--- config.mk ---
export PLATFORM = sky130hd
export DESIGN_NAME = seq_restoring_divider
export DESIGN_NICKNAME = d
export VERILOG_FILES = /design/src/rtl/div_pkg.sv /design/src/rtl/div_full_adder.sv /design/src/rtl/div_trial_sub.sv /design/src/rtl/seq_restoring_divider.sv
export SDC_FILE = /design/constraint.sdc
export NUM_CORES = 1
export LEC_CHECK = 0
export ABC_AREA = 1
export BUFFER_PORTS_ARGS = -buffer_cell sky130_fd_sc_hd__clkbuf_2
export CAP_MARGIN = 15
export CORE_MARGIN = 2
export CORE_UTILIZATION = 54
export CTS_CLUSTER_DIAMETER = 100
export DETAILED_ROUTE_END_ITERATION = 7
export GPL_ROUTABILITY_DRIVEN = 0
export GPL_TIMING_DRIVEN = 0
export HOLD_SLACK_MARGIN = 0.08
export PLACE_DENSITY = 0.86
export SLEW_MARGIN = 25
export SYNTH_ARGS = -nofsm -noshare
export SYNTH_HDL_FRONTEND = slang
export SYNTH_SLANG_ARGS = --single-unit
--- constraint.sdc ---
create_clock -name clk -period 2.8 [get_ports clk]
set_input_delay 0.14 -clock clk [delete_from_list [all_inputs] [get_ports clk]]
set_output_delay 0.14 -clock clk [all_outputs]
set_load 0.05 [all_outputs]
--- src/rtl/div_pkg.sv ---
// Shared types for the sequential restoring divider: FSM state encoding and
// the helper that sizes the iteration counter from the operand width.
package div_pkg;

  typedef enum logic [1:0] {
    IDLE = 2'd0,
    CALC = 2'd1,
    DONE = 2'd2
  } div_state_e;

  // Counter must hold the value WIDTH itself, hence WIDTH+1 codes.
  function automatic int div_cnt_width(input int width);
    return $clog2(width + 1);
  endfunction

endpackage

--- src/rtl/div_full_adder.sv ---
// One-bit full adder, the building block of the ripple subtractor.
module div_full_adder (
  input  logic a,
  input  logic b,
  input  logic cin,
  output logic sum,
  output logic cout
);

  assign sum  = a ^ b ^ cin;
  assign cout = (a & b) | (cin & (a ^ b));

endmodule

--- src/rtl/div_trial_sub.sv ---
// Combinational WIDTH+1-bit ripple subtractor used for the trial subtraction:
// computes {0,minuend} - {0,subtrahend} as minuend + ~subtrahend + 1.
module div_trial_sub #(
  parameter int WIDTH = 4
) (
  input  logic [WIDTH-1:0] minuend,
  input  logic [WIDTH-1:0] subtrahend,
  output logic [WIDTH-1:0] diff,
  output logic             borrow
);

  logic [WIDTH:0]   a_ext;
  logic [WIDTH:0]   b_inv;
  logic [WIDTH:0]   sum;
  logic [WIDTH+1:0] carry;
  // The carry out of the extension bit is just the complement of the borrow
  // bit; it only closes the chain.
  logic             unused_cout;

  assign a_ext    = {1'b0, minuend};
  assign b_inv    = ~{1'b0, subtrahend};
  assign carry[0] = 1'b1;

  for (genvar i = 0; i <= WIDTH; i++) begin : g_bit
    div_full_adder u_fa (
      .a    (a_ext[i]),
      .b    (b_inv[i]),
      .cin  (carry[i]),
      .sum  (sum[i]),
      .cout (carry[i+1])
    );
  end

  assign diff        = sum[WIDTH-1:0];
  assign borrow      = sum[WIDTH];
  assign unused_cout = carry[WIDTH+1];

endmodule

--- src/rtl/seq_restoring_divider.sv ---
// Multi-cycle unsigned restoring divider: one shift + trial subtraction per
// clock, start/done handshake, results held until the next accepted start.
module seq_restoring_divider #(
  parameter int WIDTH = 4
) (
  input  logic             clk,
  input  logic             rst_n,
  input  logic             start,
  input  logic [WIDTH-1:0] dividend,
  input  logic [WIDTH-1:0] divisor,
  output logic             busy,
  output logic             done,
  output logic [WIDTH-1:0] quotient,
  output logic [WIDTH-1:0] remainder,
  output logic             div_by_zero
);

  import div_pkg::*;

  localparam int CNT_W = div_cnt_width(WIDTH);

  div_state_e       state_q, state_d;
  logic [CNT_W-1:0] cnt_q, cnt_d;
  logic             busy_q, busy_d;
  logic             done_q, done_d;
  logic [WIDTH-1:0] quotient_q, quotient_d;
  logic [WIDTH-1:0] remainder_q, remainder_d;
  logic             dbz_q, dbz_d;

  // Working registers; their contents only matter while in CALC.
  logic [WIDTH-1:0] dvs_q, dvs_d;
  logic [WIDTH-1:0] quo_w_q, quo_w_d;
  logic [WIDTH-1:0] rem_w_q, rem_w_d;

  logic [WIDTH-1:0] rem_sh;
  logic [WIDTH-1:0] quo_sh;
  logic [WIDTH-1:0] trial_diff;
  logic             trial_borrow;
  logic [WIDTH-1:0] rem_next;
  logic [WIDTH-1:0] quo_next;

  // {R,Q} shifted left by one as a single 2*WIDTH-bit register.
  assign rem_sh = {rem_w_q[WIDTH-2:0], quo_w_q[WIDTH-1]};
  assign quo_sh = {quo_w_q[WIDTH-2:0], 1'b0};

  div_trial_sub #(.WIDTH(WIDTH)) u_trial (
    .minuend    (rem_sh),
    .subtrahend (dvs_q),
    .diff       (trial_diff),
    .borrow     (trial_borrow)
  );

  // One restoring step: keep the difference and set the quotient bit unless the trial borrowed.
  always_comb begin
    rem_next = trial_borrow ? rem_sh : trial_diff;
    quo_next = {quo_sh[WIDTH-1:1], ~trial_borrow};
  end

  // Next-state, counter, working-register and result-register computation.
  always_comb begin
    state_d     = state_q;
    cnt_d       = cnt_q;
    quotient_d  = quotient_q;
    remainder_d = remainder_q;
    dbz_d       = dbz_q;
    dvs_d       = dvs_q;
    quo_w_d     = quo_w_q;
    rem_w_d     = rem_w_q;

    unique case (state_q)
      IDLE: begin
        if (start) begin
          if (divisor != '0) begin
            state_d = CALC;
            dvs_d   = divisor;
            quo_w_d = dividend;
            rem_w_d = '0;
            cnt_d   = CNT_W'(WIDTH);
            dbz_d   = 1'b0;
          end else begin
            // Division by zero finishes straight away with saturated quotient.
            state_d     = DONE;
            quotient_d  = '1;
            remainder_d = dividend;
            dbz_d       = 1'b1;
          end
        end
      end
      CALC: begin
        quo_w_d = quo_next;
        rem_w_d = rem_next;
        cnt_d   = cnt_q - CNT_W'(1);
        if (cnt_q == CNT_W'(1)) begin
          state_d     = DONE;
          quotient_d  = quo_next;
          remainder_d = rem_next;
        end
      end
      DONE: begin
        state_d = IDLE;
      end
      default: begin
        state_d = IDLE;
      end
    endcase

    busy_d = (state_d != IDLE);
    done_d = (state_d == DONE);
  end

  // Control and result registers, cleared asynchronously.
  always_ff @(posedge clk or negedge rst_n) begin
    if (!rst_n) begin
      state_q     <= IDLE;
      cnt_q       <= '0;
      busy_q      <= 1'b0;
      done_q      <= 1'b0;
      quotient_q  <= '0;
      remainder_q <= '0;
      dbz_q       <= 1'b0;
    end else begin
      state_q     <= state_d;
      cnt_q       <= cnt_d;
      busy_q      <= busy_d;
      done_q      <= done_d;
      quotient_q  <= quotient_d;
      remainder_q <= remainder_d;
      dbz_q       <= dbz_d;
    end
  end

  // Working datapath registers; loaded on acceptance so no reset is needed.
  always_ff @(posedge clk) begin
    dvs_q   <= dvs_d;
    quo_w_q <= quo_w_d;
    rem_w_q <= rem_w_d;
  end

  assign busy        = busy_q;
  assign done        = done_q;
  assign quotient    = quotient_q;
  assign remainder   = remainder_q;
  assign div_by_zero = dbz_q;

endmodule

# ---- Word-level counts from Yosys, hierarchy flattened
# Index checks and enable logic that the tools add are counted.
dict set report op_classes {
  addsub 1
  eq_ne 7
  n_mux 23
  bitwise 22
  n_reduce_logical 8
}
# op n
set op_table {}
lappend op_table {{4-bit 2-to-1 mux} 9}
lappend op_table {{4-bit case mux with 2 select lines} 3}
lappend op_table {{3-bit 2-to-1 mux} 4}
lappend op_table {{3-bit case mux with 2 select lines} 2}
lappend op_table {{2-bit inequality test, second input constant} 4}
lappend op_table {{1-bit bitwise XOR} 8}
lappend op_table {{1-bit bitwise AND} 7}
lappend op_table {{2-bit 2-to-1 mux} 3}
lappend op_table {{3-bit AND reduction} 2}
lappend op_table {{4-bit NOT with 5-bit output} 1}
lappend op_table {{1-bit bitwise OR} 4}
lappend op_table {{2-bit case mux with 2 select lines} 1}
lappend op_table {{4-bit AND reduction} 1}
lappend op_table {{2-bit nonzero test} 2}
lappend op_table {{4-bit nonzero test} 1}
lappend op_table {{3-bit by 1-bit equality test with 1-bit output, second input constant} 1}
lappend op_table {{3-bit by 1-bit subtractor with 3-bit output, second input constant} 1}
lappend op_table {{2-bit by 1-bit equality test with 1-bit output, second input constant} 1}
lappend op_table {{2-bit equality test, second input constant} 1}
lappend op_table {{2-bit zero test} 1}
lappend op_table {{1-bit NOT} 2}
lappend op_table {{2-bit AND reduction} 1}
lappend op_table {{1-bit 2-to-1 mux} 1}
dict set report word_totals {
  ff_bits 27
  input_bits 11
  output_inout_bits 11
  elab_cells 71
}

# ---- Longest topological paths before layout
# Gate-level depths: netlist of the first run.
dict set report depth {
  word_depth 13
  mapped_depth 15
  ltp_nobuf 15
}

# ---- By module
# A second synthesis of the first run with hierarchy kept.
dict set report hier_totals {
  cells_unflattened 147
  hier_area_um2 1343.8
}
# mod n_inst cells_each area_per_inst_um2 seq_area_each_um2
set modules_own_cells {}
lappend modules_own_cells {seq_restoring_divider 1 136 1221.2 730.7}
lappend modules_own_cells {div_full_adder 5 1 20.0 0.0}
lappend modules_own_cells {div_trial_sub 1 6 22.5 0.0}

# ---- Least setup slack after synthesis of the first run
# OpenSTA, ideal clock, no wires.
dict set report synth_timing {
  path_kind {register to register}
  startpoint {reg quo_w_q[3]}
  endpoint {reg remainder_q[1] (netlist: remainder[1])}
  arrival_time_ps 2035
  required_time_ps 2734
  path_slack_ps 699
  stages_incl_launch_ff 16
  n_path_buf 0
  path_cell_list {edfxtp_1 > inv_1 > ha_1 > inv_1 > fa_1 > inv_1 > fa_1 > inv_1 > fa_1 > inv_1 > nand2_1 > nand2_1 > nand2_1 > nand2_1 > nand2_1 > nand2_1}
}
dict set report synth_via {
  elab_chain_cells 12
  elab_cells_between_ends 14
  classes_between {mux (3); bitwise (11)}
}
# element line_no
set synth_rtl {}
lappend synth_rtl {{from (decl)} seq_restoring_divider.sv:32} ;# logic [WIDTH-1:0] quo_w_q, quo_w_d;
lappend synth_rtl {{from (signal assigned)} seq_restoring_divider.sv:135} ;# quo_w_q <= quo_w_d;
lappend synth_rtl {{1-bit bitwise AND or 1-bit bitwise XOR (tied branches)} div_full_adder.sv:11} ;# assign cout = (a & b) | (cin & (a ^ b));
lappend synth_rtl {{1-bit bitwise OR *} div_full_adder.sv:11}
lappend synth_rtl {{1-bit bitwise AND} div_full_adder.sv:11}
lappend synth_rtl {{1-bit bitwise OR} div_full_adder.sv:11}
lappend synth_rtl {{1-bit bitwise AND} div_full_adder.sv:11}
lappend synth_rtl {{1-bit bitwise OR} div_full_adder.sv:11}
lappend synth_rtl {{1-bit bitwise AND} div_full_adder.sv:11}
lappend synth_rtl {{1-bit bitwise OR} div_full_adder.sv:11}
lappend synth_rtl {{1-bit bitwise XOR} div_full_adder.sv:10} ;# assign sum = a ^ b ^ cin;
lappend synth_rtl {{4-bit 2-to-1 mux *} seq_restoring_divider.sv:55} ;# rem_next = trial_borrow ? rem_sh : trial_diff;
lappend synth_rtl {{4-bit 2-to-1 mux *} seq_restoring_divider.sv:93} ;# if (cnt_q == CNT_W'(1)) begin
lappend synth_rtl {{4-bit case mux with 2 select lines *} seq_restoring_divider.sv:70} ;# unique case (state_q)
lappend synth_rtl {{to (signal assigned)} seq_restoring_divider.sv:127} ;# remainder_q <= remainder_d;
lappend synth_rtl {{to (decl)} seq_restoring_divider.sv:27} ;# logic [WIDTH-1:0] remainder_q, remainder_d;
# Every way passes the cells marked *; elsewhere a longest branch is shown, timed or not. The select of a mux whose other input is x is not followed.
# A chain may end at the register's enable or synchronous reset.

# ---- Final worst setup path of the first run
dict set report layout_timing {
  startpoint {reg quo_w_q[3]}
  endpoint {reg remainder_q[2] (netlist: remainder[2])}
}
dict set report layout_via {
  elab_chain_cells 12
  elab_cells_between_ends 14
  classes_between {mux (3); bitwise (11)}
}
# element line_no
set layout_rtl {}
lappend layout_rtl {{1-bit bitwise AND or 1-bit bitwise XOR (tied branches)} div_full_adder.sv:11}
lappend layout_rtl {{1-bit bitwise OR *} div_full_adder.sv:11}
lappend layout_rtl {{1-bit bitwise AND *} div_full_adder.sv:11}
lappend layout_rtl {{1-bit bitwise OR *} div_full_adder.sv:11}
lappend layout_rtl {{1-bit bitwise AND} div_full_adder.sv:11}
lappend layout_rtl {{1-bit bitwise OR} div_full_adder.sv:11}
lappend layout_rtl {{1-bit bitwise AND} div_full_adder.sv:11}
lappend layout_rtl {{1-bit bitwise OR} div_full_adder.sv:11}
lappend layout_rtl {{1-bit bitwise XOR} div_full_adder.sv:10}
lappend layout_rtl {{4-bit 2-to-1 mux *} seq_restoring_divider.sv:55}
lappend layout_rtl {{4-bit 2-to-1 mux *} seq_restoring_divider.sv:93}
lappend layout_rtl {{4-bit case mux with 2 select lines *} seq_restoring_divider.sv:70}
# Marked as above.

==> metrics.cfg, run 1 <==
[status]
status=finished, final reports clean

[power_and_ir_drop]
power.leakage_nw=0.855
p_per_area_mw_per_mm2=1220
vdd_drop_max_mv=0.820

[detailed_routing]
drc_errors=0
routed_wl_um=2690
final_antenna_net_count=0
route.vias.total=1056
first_pass_iters=4
detail_route.vias_per_cell=5.10
wire_per_inst_um=13.0
drt_iter0_drc=21

[global_routing]
grt_pass1_vias=1055
antenna_found_initial=0
overflow=0
grt_usage_pct=21.7
grt_start_max_net_pins=17
grt_pass1_wl_um=4440

[min_path]
whs_path_depth=5
hold_path_end=remainder[1]
min_from=dividend[1]
min-delay-path-class=in -> reg

[placement]
hpwl_um=2120
portBuffers=21
post-place-ws_ns=0.406

[logic_synthesis]
synthTopCellsByCount=nand2_1 (58), inv_1 (23), dfrtp_1 (16)
ys_seq_area_share_pct=54.8
synth.distinct_cells=16
avgSynthCellArea_um2=8.94
syn-num-nets=166
async_flop_share_pct=59.3
synthMostInstantiatedCell=nand2_1
postSynthCellCount=149
synth.area.top_cells=dfrtp_1 (30%), edfxtp_1 (25%), nand2_1 (16%)
synth_top_area_share_pct=30.0
ys_warn_count=0
synth-main-ff-cell=dfrtp_1
synth-edff-count=11
synthesis.area_mm2=0.00133
yosysTopAreaCell=dfrtp_1
synth-seq-cells=27

[floorplan]
ios=22
die_area_mm2=0.00288
die_x_um=53.7
fp.dieH_um=53.7
rows=17
core_mm2=0.00228
start_util_pct=58.5

[timing]
slew_violations=0
finalSetupTns_ns=0
post-route-period-util_pct=85.3
rsz0062_at_grt=false
setup_violations=0
slew_headroom_pct=72.5
max_freq_mhz=419
hold_viol=0
fin_crit_ns=2.39
worst_pin_slew_ns=0.412
fin_ws_ns=0.412
finClkSkew_ns=0.0254

[clock_network]
clock_tree.root_cell=clkbuf_4
cts_resized=0
clk_pin_slew_ns=0.16
clock_latency_ns=0.34
clockBufferDepth=2
htree_levels=1
clock_sinks=27
cts_inserted_buffers=3
cts_tree=built

[worst_setup_path]
reg2reg_from=quo_w_q[3]
crit_arrival_ns=2.68
reg2reg_to=remainder[2]
cp.required_ns=3.09
r2r_slack_ns=0.41
reg2reg_depth=15
endpoint_kind=register
cp_max_fo=6
start_kind=register
worstSetupPathType=reg -> reg

[finish]
antenna_cells=0
drive_gt1_share_pct=20.1
area_delta_synth_final_pct=16.4
fillerInstances=180
nNetsFinal=197

[job]
cap_violations=0

==> report_power, final <==
part	total, mW	leakage [nW]	internal (mW)	switching, mW
combinational	1.02	0.525	0.302	0.723
clock	0.174	0.0183	0.0556	0.119
sequential	0.699	0.311	0.606	0.0924
total	1.90	0.855	0.964	0.934
==> sequential cells by signal, summed over array words and instances (netlist names), 2 cells and up <==
name       flops
dvs_q          4
remainder      4
quotient       4
quo_w_q        4
cnt_q          3
rem_w_q        3
state_q        2
==> through the flow <==
stage          power, mW  cell area (um^2)  utilization, %  hold slack [ns]  cells
3_5_place_dp        1.73              1470            64.7           0.0856    198
5_1_grt             2.06              1550            68.2            0.128    207
6_report            1.90              1550            68.2            0.115    207
3_3_place_gp        1.66              1470            64.7           0.0688    198
4_1_cts             1.90              1550            68.2            0.119    207
2_1_floorplan       1.47              1330               -           -0.156    149
==> kinds of logic after synthesis <==
| kind of cell | synth area share, % |
|---|---|
| buffers and inverters | 7.61 |
| adder cells (fa/ha/maj) | 7.32 |
| AND/OR/NAND/NOR | 26.3 |
| AO/OA/AOI/OAI | 3.94 |
| flip-flops | 54.8 |
==> what timing repair did <==
action                                 in CTS  in global routing
buffers inserted                            0                  0
endpoints found under the hold margin      20                  0
hold buffers                                5                  0
==> metal layers <==
layer / share of wire [%] / up-vias / GRT usage, %
met5: 0 / - / 0
li1: - / 518 / -
met3: 3.1 / 4 / 2.78
met1: 42 / 514 / 26.3
met4: 1.2 / 0 / 7.26
met2: 53 / 20 / 39.4
==> area by class of cell <==
class,instances,area (um^2),share of cell area [%]
buffer,2,15.0,0.968
clock buffer,3,22.5,1.45
clock inverter,1,6.26,0.403
inverter,23,86.3,5.56
multi-input combinational,97,500,32.3
sequential,27,731,47.1
tap,28,35.0,2.26
timing repair buffer,26,155,10.0
==> worst max path at each step <==
stage	from	endpoint	slack [ns]	cells past startpoint
finish	quo_w_q[3]	remainder[2]	0.41	15
global route	quo_w_q[3]	remainder[2]	0.18	15
floorplan	quo_w_q[3]	remainder[1]	0.70	15
detailed placement	quo_w_q[3]	remainder[2]	0.41	15
CTS	quo_w_q[3]	remainder[2]	0.39	15
global placement	quo_w_q[3]	remainder[0]	0.55	15
==> worst max-delay path: stages (launching register included) <==
cell and delay, ns:
edfxtp_1 0.41, inv_1 0.07, ha_1 0.13, inv_1 0.05, fa_1 0.35, inv_1 0.08
fa_1 0.17, inv_1 0.05, fa_1 0.45, inv_1 0.20, nand2_1 0.07, nand2_1 0.08
nand2_1 0.06, nand2_1 0.07, nand2_1 0.05, nand2_1 0.06
==> cell usage in the layout (no fill, tap or decap), types with 2 or more instances in the layout <==
cell type      Yosys  routed
fa_1               3       3
nand2_1           58      58
nor2_1             6       6
clkbuf_2           0      21
nor2_2             2       2
dlygate4sd3_1      0       5
dfrtp_1           16      16
nand2_2            3       3
clkbuf_4           0       3
nand3_1           11      11
edfxtp_1          11      11
or2_2              2       2
ha_1               3       3
inv_1             23      23
buf_4              2       2
o21ai_0            6       6
Note: power is estimated with default switching activity, not from simulation.
==> inputs of run 2 (changes only) <==
--- a/config.mk
+++ b/config.mk
@@ -5,17 +5,16 @@
 export SDC_FILE = /design/constraint.sdc
 export NUM_CORES = 1
 export LEC_CHECK = 0
-export ABC_AREA = 1
 export BUFFER_PORTS_ARGS = -buffer_cell sky130_fd_sc_hd__clkbuf_2
 export CAP_MARGIN = 15
 export CORE_MARGIN = 2
-export CORE_UTILIZATION = 54
+export CORE_UTILIZATION = 55
 export CTS_CLUSTER_DIAMETER = 100
 export DETAILED_ROUTE_END_ITERATION = 7
 export GPL_ROUTABILITY_DRIVEN = 0
 export GPL_TIMING_DRIVEN = 0
 export HOLD_SLACK_MARGIN = 0.08
-export PLACE_DENSITY = 0.86
+export PLACE_DENSITY = 0.87
 export SLEW_MARGIN = 25
 export SYNTH_ARGS = -nofsm -noshare
 export SYNTH_HDL_FRONTEND = slang
==> metrics.cfg, run 2 <==
[global_routing]
antenna_found_initial=0  ; unchanged
overflow=0  ; unchanged
grt_start_max_net_pins=17  ; unchanged
grt_pass1_vias=984  ; -6.7%
grt_usage_pct=23.0  ; +1.3 points
grt_pass1_wl_um=4530  ; +2.0%

[clock_network]
htree_levels=1  ; unchanged
cts_tree=built
clk_pin_slew_ns=0.15  ; about the same
cts_inserted_buffers=3  ; unchanged
clock_tree.root_cell=clkbuf_4
clockBufferDepth=2  ; unchanged
clock_sinks=27  ; unchanged
clock_latency_ns=0.34  ; about the same

[status]
status=finished, final reports clean

[detailed_routing]
first_pass_iters=4  ; unchanged
detail_route.vias_per_cell=5.69  ; +12%
final_antenna_net_count=0  ; unchanged
drt_iter0_drc=31  ; +48%
wire_per_inst_um=15.7  ; +21%
drc_errors=0  ; unchanged
routed_wl_um=2750  ; +2.4%
route.vias.total=996  ; -5.7%

[floorplan]
core_mm2=0.00228  ; unchanged
die_area_mm2=0.00287  ; -0.41%
start_util_pct=59.4  ; +0.82 points
ios=22  ; unchanged
fp.dieH_um=53.6  ; -0.20%
die_x_um=53.6  ; -0.20%
rows=17  ; unchanged

[worst_setup_path]
reg2reg_depth=11  ; -4
cp.required_ns=3.05  ; -0.04 ns
timing.critical_path.from=quo_w_q[3]
crit_arrival_ns=2.87  ; +0.19 ns
reg2reg_from=quo_w_q[3]
r2r_slack_ns=0.17  ; -0.24 ns
start_kind=register
cp_max_fo=8  ; +2
endpoint_kind=register
worstSetupPathType=reg -> reg
reg2reg_to=remainder[3]

[logic_synthesis]
synth-main-ff-cell=dfrtp_1
postSynthCellCount=115  ; -23%
yosysTopAreaCell=dfrtp_1
avgSynthCellArea_um2=11.8  ; +31%
synth-edff-count=11  ; unchanged
synth_top_area_share_pct=29.6  ; -0.42 points
ys_seq_area_share_pct=54.1  ; -0.76 points
synth.area.top_cells=dfrtp_1 (30%), edfxtp_1 (24%), fa_1 (4.4%)
synthTopCellsByCount=dfrtp_1 (16), inv_1 (13), edfxtp_1 (11), nand2_1 (11), nor2_1 (8)
syn-num-nets=132  ; -20%
ys_warn_count=0  ; unchanged
async_flop_share_pct=59.3  ; unchanged
synthesis.area_mm2=0.00135  ; +1.4%
synth.distinct_cells=34  ; +18
synthMostInstantiatedCell=dfrtp_1
synth-seq-cells=27  ; unchanged

[timing]
finalSetupTns_ns=0  ; unchanged
hold_ws_ns=0.139  ; +0.0240 ns
max_freq_mhz=381  ; -9.0%
slew_violations=0  ; unchanged
post-route-period-util_pct=93.8  ; +8.5 points
finClkSkew_ns=0.0131  ; -0.0123 ns
fin_crit_ns=2.63  ; +0.237 ns
hold_viol=0  ; unchanged
worst_pin_slew_ns=0.795  ; +0.383 ns
slew_headroom_pct=46.7  ; -26 points
rsz0062_at_grt=false
setup_violations=0  ; unchanged

[finish]
final_cell_mix=clkbuf_2 (21), dfrtp_1 (16), inv_1 (13)
antenna_cells=0  ; unchanged
drive_gt1_share_pct=25.9  ; +5.7 points
area_delta_synth_final_pct=18.2
mostFrequentLayoutCell=clkbuf_2
nNetsFinal=165  ; -16%

[placement]
portBuffers=21  ; unchanged
hpwl_um=1980  ; -6.7%

[power_and_ir_drop]
vdd_drop_max_mv=0.694  ; -15%
power.leakage_nw=0.743  ; -13%
p_per_area_mw_per_mm2=1170  ; -4.3%

[min_path]
whs_path_depth=3  ; -2
min-delay-path-class=in -> reg
min_from=dividend[3]
hold_path_end=quo_w_q[3]

[job]
cap_violations=0  ; unchanged

[run 2: cell families (layout without fill, tap and decap cells)]
| kind of cell | Yosys count | count (layout) | synth area share [%] |
|---|---|---|---|
| buffers and inverters | 19 | 51 | 7.13 |
| multiplexers | 7 | 7 | 6.11 |
| flip-flops | 27 | 27 | 54.1 |
| AO/OA/AOI/OAI | 24 | 24 | 12.2 |
| AND/OR/NAND/NOR | 32 | 32 | 13.2 |
| adder cells (fa/ha/maj) | 6 | 6 | 7.22 |
[run 2: where the power goes]
part	leakage, nW	switching (mW)	total, mW	internal (mW)
Sequential	0.300	0.108	0.717	0.609
Combinational	0.425	0.634	0.980	0.347
Clock	0.0177	0.120	0.174	0.0538
[run 2: worst max-delay path by stage]
stage                     cells past startpoint           end  slack (ns)
final                                        11  remainder[3]        0.17
after global routing                         11  remainder[3]        0.05
after CTS                                    12  remainder[3]        0.02
after detailed placement                     12  remainder[3]        0.03
after global placement                       12  remainder[3]        0.07
after floorplan                              12  remainder[3]        0.20
[run 2: cell type report]
class,instances,area [um^2]
Buffer,5,43.8
Clock buffer,3,22.5
Clock inverter,1,5.00
Fill cell,149,678
Inverter,13,48.8
Multi-Input combinational cell,69,527
Sequential cell,27,731
Tap cell,28,35.0
Timing Repair Buffer,29,185
[run 2: layer usage]
metal / vias up / share of wire [%] / track usage (%)
met5: - / 0 / 0
li1: 465 / - / -
met2: 26 / 52 / 39.9
met4: 0 / 2.0 / 9.83
met3: 7 / 3.6 / 4.17
met1: 498 / 42 / 28.0
[run 2: critical path, stage by stage, from the launching register on]
cell and delay [ns]:
edfxtp_1 0.41, inv_1 0.07, ha_1 0.13, inv_1 0.05, fa_1 0.36, inv_1 0.08, fa_1 0.15, inv_1 0.05
fa_2 0.42, mux2_2 0.30, mux2_2 0.26, mux2_4 0.26
[run 2: stage by stage]
step           instance area [um^2]  util, %  setup WS, ns  total power, mW  instances
3_3_place_gp                   1490     65.5        0.0688             1.63        164
5_1_grt                        1600     70.2        0.0507             2.01        175
3_5_place_dp                   1490     65.5        0.0260             1.69        164
4_1_cts                        1590     69.8        0.0169             1.87        175
2_1_floorplan                  1350        -         0.202             1.45        115
6_report                       1600     70.2         0.175             1.87        175
[run 2: repair_timing]
action | 4_1_cts | 5_1_grt
endpoints found under the setup margin | 0 | 1
setup buffers | 0 | 0
hold endpoints to repair | 22 | 1
gates resized for setup | 0 | 1
hold buffers | 7 | 1
